**config.mk**
```make
export PLATFORM = sky130hd
export DESIGN_NAME = demux_scan_ctrl
export DESIGN_NICKNAME = d
export VERILOG_FILES = /design/src/rtl/demux_scan_ctrl.sv
export SDC_FILE = /design/constraint.sdc
export NUM_CORES = 1
export LEC_CHECK = 0
export BUFFER_PORTS_ARGS = -buffer_cell sky130_fd_sc_hd__buf_2
export CORE_AREA = 2 2 72 74
export CTS_CLUSTER_SIZE = 10
export DETAILED_ROUTE_END_ITERATION = 7
export DIE_AREA = 0 0 74 76
export PLACE_DENSITY = 0.52
export SYNTH_ARGS = -nofsm -noshare
export SYNTH_HDL_FRONTEND = slang
export SYNTH_SLANG_ARGS = --single-unit
```
**constraint.sdc**
```tcl
create_clock -name clk -period 6.2 [get_ports clk]
set_input_delay 1.24 -clock clk [delete_from_list [all_inputs] [get_ports clk]]
set_output_delay 1.24 -clock clk [all_outputs]
set_load 0.05 [all_outputs]
```
**src/rtl/demux_scan_ctrl.sv**
```systemverilog
// Channel-scan sequencer driving the data input and select of a 1x8 demux.
// Walks the enabled channels in ascending order, holding each one for a
// programmable dwell time, in either one-shot or continuous mode.
module demux_scan_ctrl #(
  parameter int unsigned DWELL_W = 4
) (
  input  logic               clk,
  input  logic               rst,
  input  logic               start,
  input  logic               stop,
  input  logic               mode,
  input  logic [DWELL_W-1:0] dwell,
  input  logic [7:0]         mask,
  output logic               d,
  output logic [2:0]         sel,
  output logic               busy,
  output logic               done
);

  localparam int unsigned CH_N  = 8;
  localparam int unsigned SEL_W = 3;

  typedef enum logic [1:0] {
    ST_IDLE = 2'd0,
    ST_SCAN = 2'd1,
    ST_DONE = 2'd2
  } state_t;

  state_t             state_q, state_d;
  logic               d_q, d_d;
  logic [SEL_W-1:0]   sel_q, sel_d;
  logic               busy_q, busy_d;
  logic               done_q, done_d;
  logic [DWELL_W-1:0] cnt_q, cnt_d;
  logic               mode_q, mode_d;
  logic [DWELL_W-1:0] dwell_q, dwell_d;
  logic [CH_N-1:0]    mask_q, mask_d;

  logic               has_next;
  logic [SEL_W-1:0]   next_sel;
  logic [SEL_W-1:0]   low_sel;
  logic [SEL_W-1:0]   start_sel;
  logic [DWELL_W-1:0] cnt_last;

  // Channel search: nearest enabled channel above sel, and lowest enabled
  // channel of both the latched mask (wrap) and the live mask (start).
  always_comb begin
    has_next  = 1'b0;
    next_sel  = '0;
    low_sel   = '0;
    start_sel = '0;
    for (int i = int'(CH_N) - 1; i >= 0; i--) begin
      if (mask_q[i] && (i > int'(sel_q))) begin
        has_next = 1'b1;
        next_sel = SEL_W'(i);
      end
      if (mask_q[i]) begin
        low_sel = SEL_W'(i);
      end
      if (mask[i]) begin
        start_sel = SEL_W'(i);
      end
    end
  end

  // Final count value of a dwell period; dwell_q is never 0 while scanning.
  always_comb begin
    cnt_last = DWELL_W'(dwell_q - DWELL_W'(1));
  end

  // Next-state and registered-output logic.
  always_comb begin
    state_d = state_q;
    d_d     = d_q;
    sel_d   = sel_q;
    busy_d  = busy_q;
    done_d  = 1'b0;
    cnt_d   = cnt_q;
    mode_d  = mode_q;
    dwell_d = dwell_q;
    mask_d  = mask_q;

    case (state_q)
      ST_IDLE: begin
        if (start && (mask != '0)) begin
          mode_d  = mode;
          dwell_d = (dwell == '0) ? DWELL_W'(1) : dwell;
          mask_d  = mask;
          sel_d   = start_sel;
          d_d     = 1'b1;
          busy_d  = 1'b1;
          cnt_d   = '0;
          state_d = ST_SCAN;
        end
      end

      ST_SCAN: begin
        if (stop) begin
          d_d     = 1'b0;
          busy_d  = 1'b0;
          cnt_d   = '0;
          state_d = ST_IDLE;
        end else if (cnt_q != cnt_last) begin
          cnt_d = DWELL_W'(cnt_q + DWELL_W'(1));
        end else begin
          cnt_d = '0;
          if (has_next) begin
            sel_d = next_sel;
          end else if (mode_q) begin
            sel_d = low_sel;
          end else begin
            d_d     = 1'b0;
            busy_d  = 1'b0;
            done_d  = 1'b1;
            state_d = ST_DONE;
          end
        end
      end

      ST_DONE: begin
        state_d = ST_IDLE;
      end

      default: begin
        state_d = ST_IDLE;
        d_d     = 1'b0;
        busy_d  = 1'b0;
      end
    endcase
  end

  // State and output registers with asynchronous reset.
  always_ff @(posedge clk or posedge rst) begin
    if (rst) begin
      state_q <= ST_IDLE;
      d_q     <= 1'b0;
      sel_q   <= '0;
      busy_q  <= 1'b0;
      done_q  <= 1'b0;
      cnt_q   <= '0;
      mode_q  <= 1'b0;
      dwell_q <= '0;
      mask_q  <= '0;
    end else begin
      state_q <= state_d;
      d_q     <= d_d;
      sel_q   <= sel_d;
      busy_q  <= busy_d;
      done_q  <= done_d;
      cnt_q   <= cnt_d;
      mode_q  <= mode_d;
      dwell_q <= dwell_d;
      mask_q  <= mask_d;
    end
  end

  assign d    = d_q;
  assign sel  = sel_q;
  assign busy = busy_q;
  assign done = done_q;

endmodule

```
* Yosys cells after proc, flatten, opt, wreduce, memory -nomap -nowiden
Index checks and enable logic that the tools add are counted.
** Storage, ports and cells
- Flip-flop bits (word level) :: 24
- Logic and storage cells :: 103
- Memories kept :: 0
- Input port bits :: 17
- Output and inout bits :: 6
- Bits in latches :: 0
- RAM bits :: 0
- ROM bits :: 0
** Cells by class
- Mux-type cells :: 58
- Add/sub/neg operators :: 2
- Equality and inequality tests :: 10
- Reductions and logical operators :: 17
- Multipliers :: 0
- Shift operators :: 0
- Order comparisons :: 7
- Bitwise gates (word level) :: 1
- Divide/modulo/power cells :: 0
** Operator list (count)
- 3-bit two-way mux :: 28
- 1-bit two-way mux :: 17
- 4-bit two-way mux :: 4
- 3-bit greater-than comparator, first input constant :: 4
- 3-bit inequality test, second input constant :: 4
- 2-bit two-way mux :: 5
- 5-bit AND reduction :: 2
- 1-bit logical AND :: 8
- 4-bit case mux with 2 select lines :: 1
- 8-bit nonzero test :: 1
- 2-bit by 3-bit greater-than comparator with 1-bit output, first input constant :: 2
- 2-bit inequality test, second input constant :: 3
- 3-bit case mux with 2 select lines :: 1
- 4-bit by 1-bit adder with 4-bit output, second input constant :: 1
- 4-bit logical NOT :: 1
- 4-bit inequality test :: 1
- 2-bit case mux with 2 select lines :: 1
- 2-bit AND reduction :: 2
- 4-bit AND reduction :: 1
- 4-bit by 1-bit subtractor with 4-bit output, second input constant :: 1
- 1-bit by 3-bit greater-than comparator with 1-bit output, first input constant :: 1
- 1-bit case mux with 3 select lines :: 1
- 2-bit by 1-bit equality test with 1-bit output, second input constant :: 1
- 2-bit equality test, second input constant :: 1
- other kinds (3) :: 3

* Depth between registers and ports, before layout
- Depth after elaboration :: 13
- Mapped depth :: 8
- Gate-level depth less buffers :: 8

* Least setup slack after synthesis
Ideal clock, no wire load.
- Path type :: input -> register
- Start :: input port mask[4]
- End :: register sel_q[1], in the netlist sel[1]
- Required time :: 6.072 ns
- Slack :: 3.561 ns
- Data arrival time :: 2.511 ns
- Library setup time :: 0.128 ns
- Path buffers :: 0
- Cell stages on the path :: 5
- Cells stage by stage :: nor4_1 > nand2_1 > nand3_2 > a21boi_1 > mux2_1
** Between the ends
- Word-level cells in the longest chain between the ends :: 7
- Elaborated cells between the ends (all ways) :: 11
- Those cells by class :: 1 x eq/ne; 7 x mux; 3 x reduce/logical
** RTL lines
- start, declared :: line 13 : input logic [7:0] mask,
- 3-bit two-way mux (5 in series) :: line 60 : if (mask[i]) begin
- 3-bit two-way mux :: line 85 : if (start && (mask != '0)) begin
- 3-bit case mux with 2 select lines :: line 83 : case (state_q)
- end signal, assigned :: line 147 : sel_q <= sel_d;
- end, declared :: line 31 : logic [SEL_W-1:0] sel_q, sel_d;
Several ways; a longest one is shown, not always the timed one. The select of a mux whose other input is x is not followed.
A chain may end at the register's enable or synchronous reset.

* Final worst setup path
- Start :: input port mask[4]
- End :: register sel_q[2], in the netlist sel[2]
The elaborated chain is that of the path after synthesis.

==> results.py <==
metrics = {
    "status": {
        "status": "finished clean",
    },
    "final_layout": {
        "area.sequential_um2": 601,
        "final_cell_area_um2": 1610,
        "area_growth_pct": 15.5,
        "multi_input_area_um2": 737,
        "fillers": 518,
        "diodes": 0,
        "nets": 187,
        "layoutNonFillerInstCount": 236,
        "drive_gt1_share_pct": 23.5,
    },
    "cts": {
        "clock-sinks": 24,
        "insertion_delay_ps": 260,
        "postCtsSetupRepairBufs": 0,
        "clk_path_buf_depth": 2,
        "cts_buffers": 3,
        "cts-resized-gates": 0,
        "cts_hold_buf": 0,
        "clkTransAtPathRegs_ps": 80,
        "ctsRootBufferMaster": "clkbuf_8",
        "cts_tree": "built",
        "cts_max_level": 1,
    },
    "placed_design": {
        "dp.cells": 233,
        "dp_hpwl_mm": 2.44,
        "placed_area_um2": 1570,
        "io_buffers": 22,
        "gp_congestion": 0.749,
    },
    "timing": {
        "skew_ps": 4.56,
        "fmax_mhz": 349,
        "grt_setup_unrepaired": "no",
        "finalSetupViolations": 0,
        "slew_headroom_pct": 37.6,
        "finalCritPeriodShare_pct": 46.3,
        "whs_ps": 522,
        "finalCriticalPeriod_ps": 2870,
        "fin_setup_tns_ps": 0,
        "worstMarginPinSlew_ps": 935,
        "slew_viol_final": 0,
        "finalHoldViolations": 0,
    },
    "route": {
        "post_drt_wl_per_cell_um": 13.3,
        "drt_iter0_drc": 57,
        "drt_wl_total_mm": 3.13,
        "dr_total_vias": 1181,
        "drt_pass1_iterations": 4,
        "routed_via_density": 5.00,
        "ant_nets": 0,
        "drc_errors": 0,
    },
    "setup_path": {
        "path_max_fanout": 19,
        "path_class": "in2reg",
        "cp.required_ps": 6350,
        "critPathLaunchType": "input port",
        "r2r_cells": 6,
        "worstPathArrival_ps": 3020,
        "reg2reg_slack_ps": 4000,
        "rr_endpoint": "sel[2]",
        "regToRegStartpoint": "sel[2]",
        "cp-end-kind": "flip-flop",
    },
    "floorplan": {
        "die-area_um2": 5620,
        "num_io_pins": 23,
        "coreArea_um2": 4910,
        "fp.dieH_um": 76,
        "die_x_um": 74,
        "rows": 26,
        "initial_core_util_pct": 28.5,
    },
    "hold_path": {
        "hp-class": "reg2reg",
        "holdPathEnd": "busy",
        "worstHoldStart": "state_q[0]",
        "hold_depth": 1,
    },
    "synthesis": {
        "synth_warnings": 0,
        "synth-seq-cells": 24,
        "yosysSeqAreaShare_pct": 43.0,
        "async_reset_ff_share_pct": 100,
        "avgSynthCellArea_um2": 9.64,
        "synth_cells": 145,
        "synth-edff-count": 0,
        "syn_area_um2": 1400,
        "synth_flop_cell": "dfrtp_1",
        "synth_nets": 164,
        "ys_types": 39,
    },
    "flow_run": {
        "max-cap-violations": 0,
    },
    "pwr": {
        "pwr-share-seq_pct": 41.8,
        "share_comb_of_total_power_pct": 43.3,
        "p_clk_share_pct": 14.9,
        "leakagePower_nw": 0.688,
        "irDropWorstVdd_mv": 0.116,
        "switching_share_pct": 42.4,
        "intPower_mw": 0.351,
        "switchingPower_mw": 0.258,
        "pwr_density_cell_nw_per_um2": 377,
    },
    "grt": {
        "grt_max_degree": 25,
        "grt_usage_pct": 12.4,
        "grt_pass1_vias": 1198,
        "gr-total-overflow": 0,
        "antenna_found_initial": 0,
        "grt_pass1_wl_mm": 5.70,
    },
}
-- final cells by class --
class                      instances  area share (%)
multi-input combinational        107            45.7
sequential                        24            37.2
timing repair buffer              22            6.82
tap                               70            5.43
clock buffer                       3            2.56
inverter                          10            2.33
-- layer usage --
| metal | part of all wire, % | up-vias | routed length, um | GRT usage, % |
|---|---|---|---|---|
| met5 | 0 | - | 0 | 0 |
| met4 | 0 | 0 | 0 | 2.18 |
| met3 | 2.9 | 0 | 92 | 1.72 |
| met2 | 51 | 14 | 1590 | 19.9 |
| met1 | 46 | 591 | 1440 | 17.9 |
| li1 | - | 576 | - | - |
-- critical path, cell delays in order --
cell	delay, ps
buf_2	120
nor4_1	420
nand2_1	190
nand3_2	360
a21boi_1	340
mux2_1	350
-- sequential cells by signal (all words and copies together) (netlist names) --
signal / flops
dwell_q: 4
mask_q: 8
cnt_q: 4
mode_q: 1
busy: 1
sel: 3
state_q: 2
done: 1
-- cells by family (layout without fill, tap and decap cells) --
| group | after synthesis | in the layout | share of synthesized area (%) |
|---|---|---|---|
| AND/OR/NAND/NOR | 44 | 44 | 16.7 |
| AO/OA/AOI/OAI | 42 | 42 | 20.2 |
| flip-flops | 24 | 24 | 43.0 |
| buffers and inverters | 14 | 35 | 4.30 |
| multiplexers | 12 | 12 | 9.67 |
| XOR/XNOR | 7 | 7 | 4.39 |
| adder cells (fa/ha/maj) | 2 | 2 | 1.79 |
-- power groups by stage --
stage | sequential, mW | combinational (mW) | clock, mW
6_report | 0.255 | 0.264 | 0.0905
5_1_grt | 0.265 | 0.293 | 0.104
4_1_cts | 0.254 | 0.265 | 0.0941
3_5_place_dp | 0.257 | 0.264 | 0
3_3_place_gp | 0.260 | 0.266 | 0
2_1_floorplan | 0.270 | 0.190 | 0
-- how the worst max path moves through the flow --
stage	from	to	slack, ps	cells after the start
after floorplan	mask[4]	sel[1]	3560	5
after global placement	mask[4]	sel[1]	3060	6
after detailed placement	mask[4]	sel[2]	3020	6
after CTS	mask[4]	sel[1]	3280	6
after global routing	mask[4]	sel[2]	3090	6
final	mask[4]	sel[2]	3330	6
-- Yosys cell counts, types with 2 or more instances --
library cell | number | area share (%)
buf_2 | 3 | 1.1
nor2b_1 | 3 | 1.3
a21oi_1 | 9 | 3.2
mux2_2 | 10 | 8.1
nor4_1 | 3 | 1.3
a31oi_1 | 4 | 1.8
or3_1 | 2 | 0.90
o22ai_1 | 2 | 0.90
a32oi_1 | 3 | 1.9
o21ai_0 | 8 | 2.9
o2bb2ai_1 | 2 | 1.3
o31a_1 | 2 | 1.3
mux2_1 | 2 | 1.6
nand2b_1 | 2 | 0.90
dfrtp_1 | 24 | 43
inv_1 | 10 | 2.7
xnor2_1 | 6 | 3.8
a2bb2oi_1 | 3 | 1.9
o31ai_1 | 2 | 1.1
nor3_1 | 5 | 1.8
ha_1 | 2 | 1.8
nor2_1 | 10 | 2.7
nand2_1 | 12 | 3.2
-- stage by stage --
stage | setup WS (ps) | power [mW] | util, %
6_report | 3330 | 0.609 | 32.9
5_1_grt | 3090 | 0.662 | 32.9
4_1_cts | 3280 | 0.614 | 32.9
3_5_place_dp | 3020 | 0.521 | 32.0
3_3_place_gp | 3060 | 0.526 | 32.0
2_1_floorplan | 3560 | 0.460 | -
-- placed cells by master, fill, tap and decap left out, types with 2 or more instances in the layout --
cell type / n
clkbuf_8: 3
a31oi_1: 4
a2bb2oi_1: 3
or3_1: 2
ha_1: 2
inv_1: 10
a32oi_1: 3
nor2b_1: 3
nor3_1: 5
o31ai_1: 2
mux2_2: 10
o2bb2ai_1: 2
mux2_1: 2
nand2b_1: 2
dfrtp_1: 24
o21ai_0: 8
o31a_1: 2
o22ai_1: 2
buf_2: 22
xnor2_1: 6
nand2_1: 12
nor2_1: 10
nor4_1: 3
a21oi_1: 9
No activity file was read; power rests on OpenSTA's default activity.
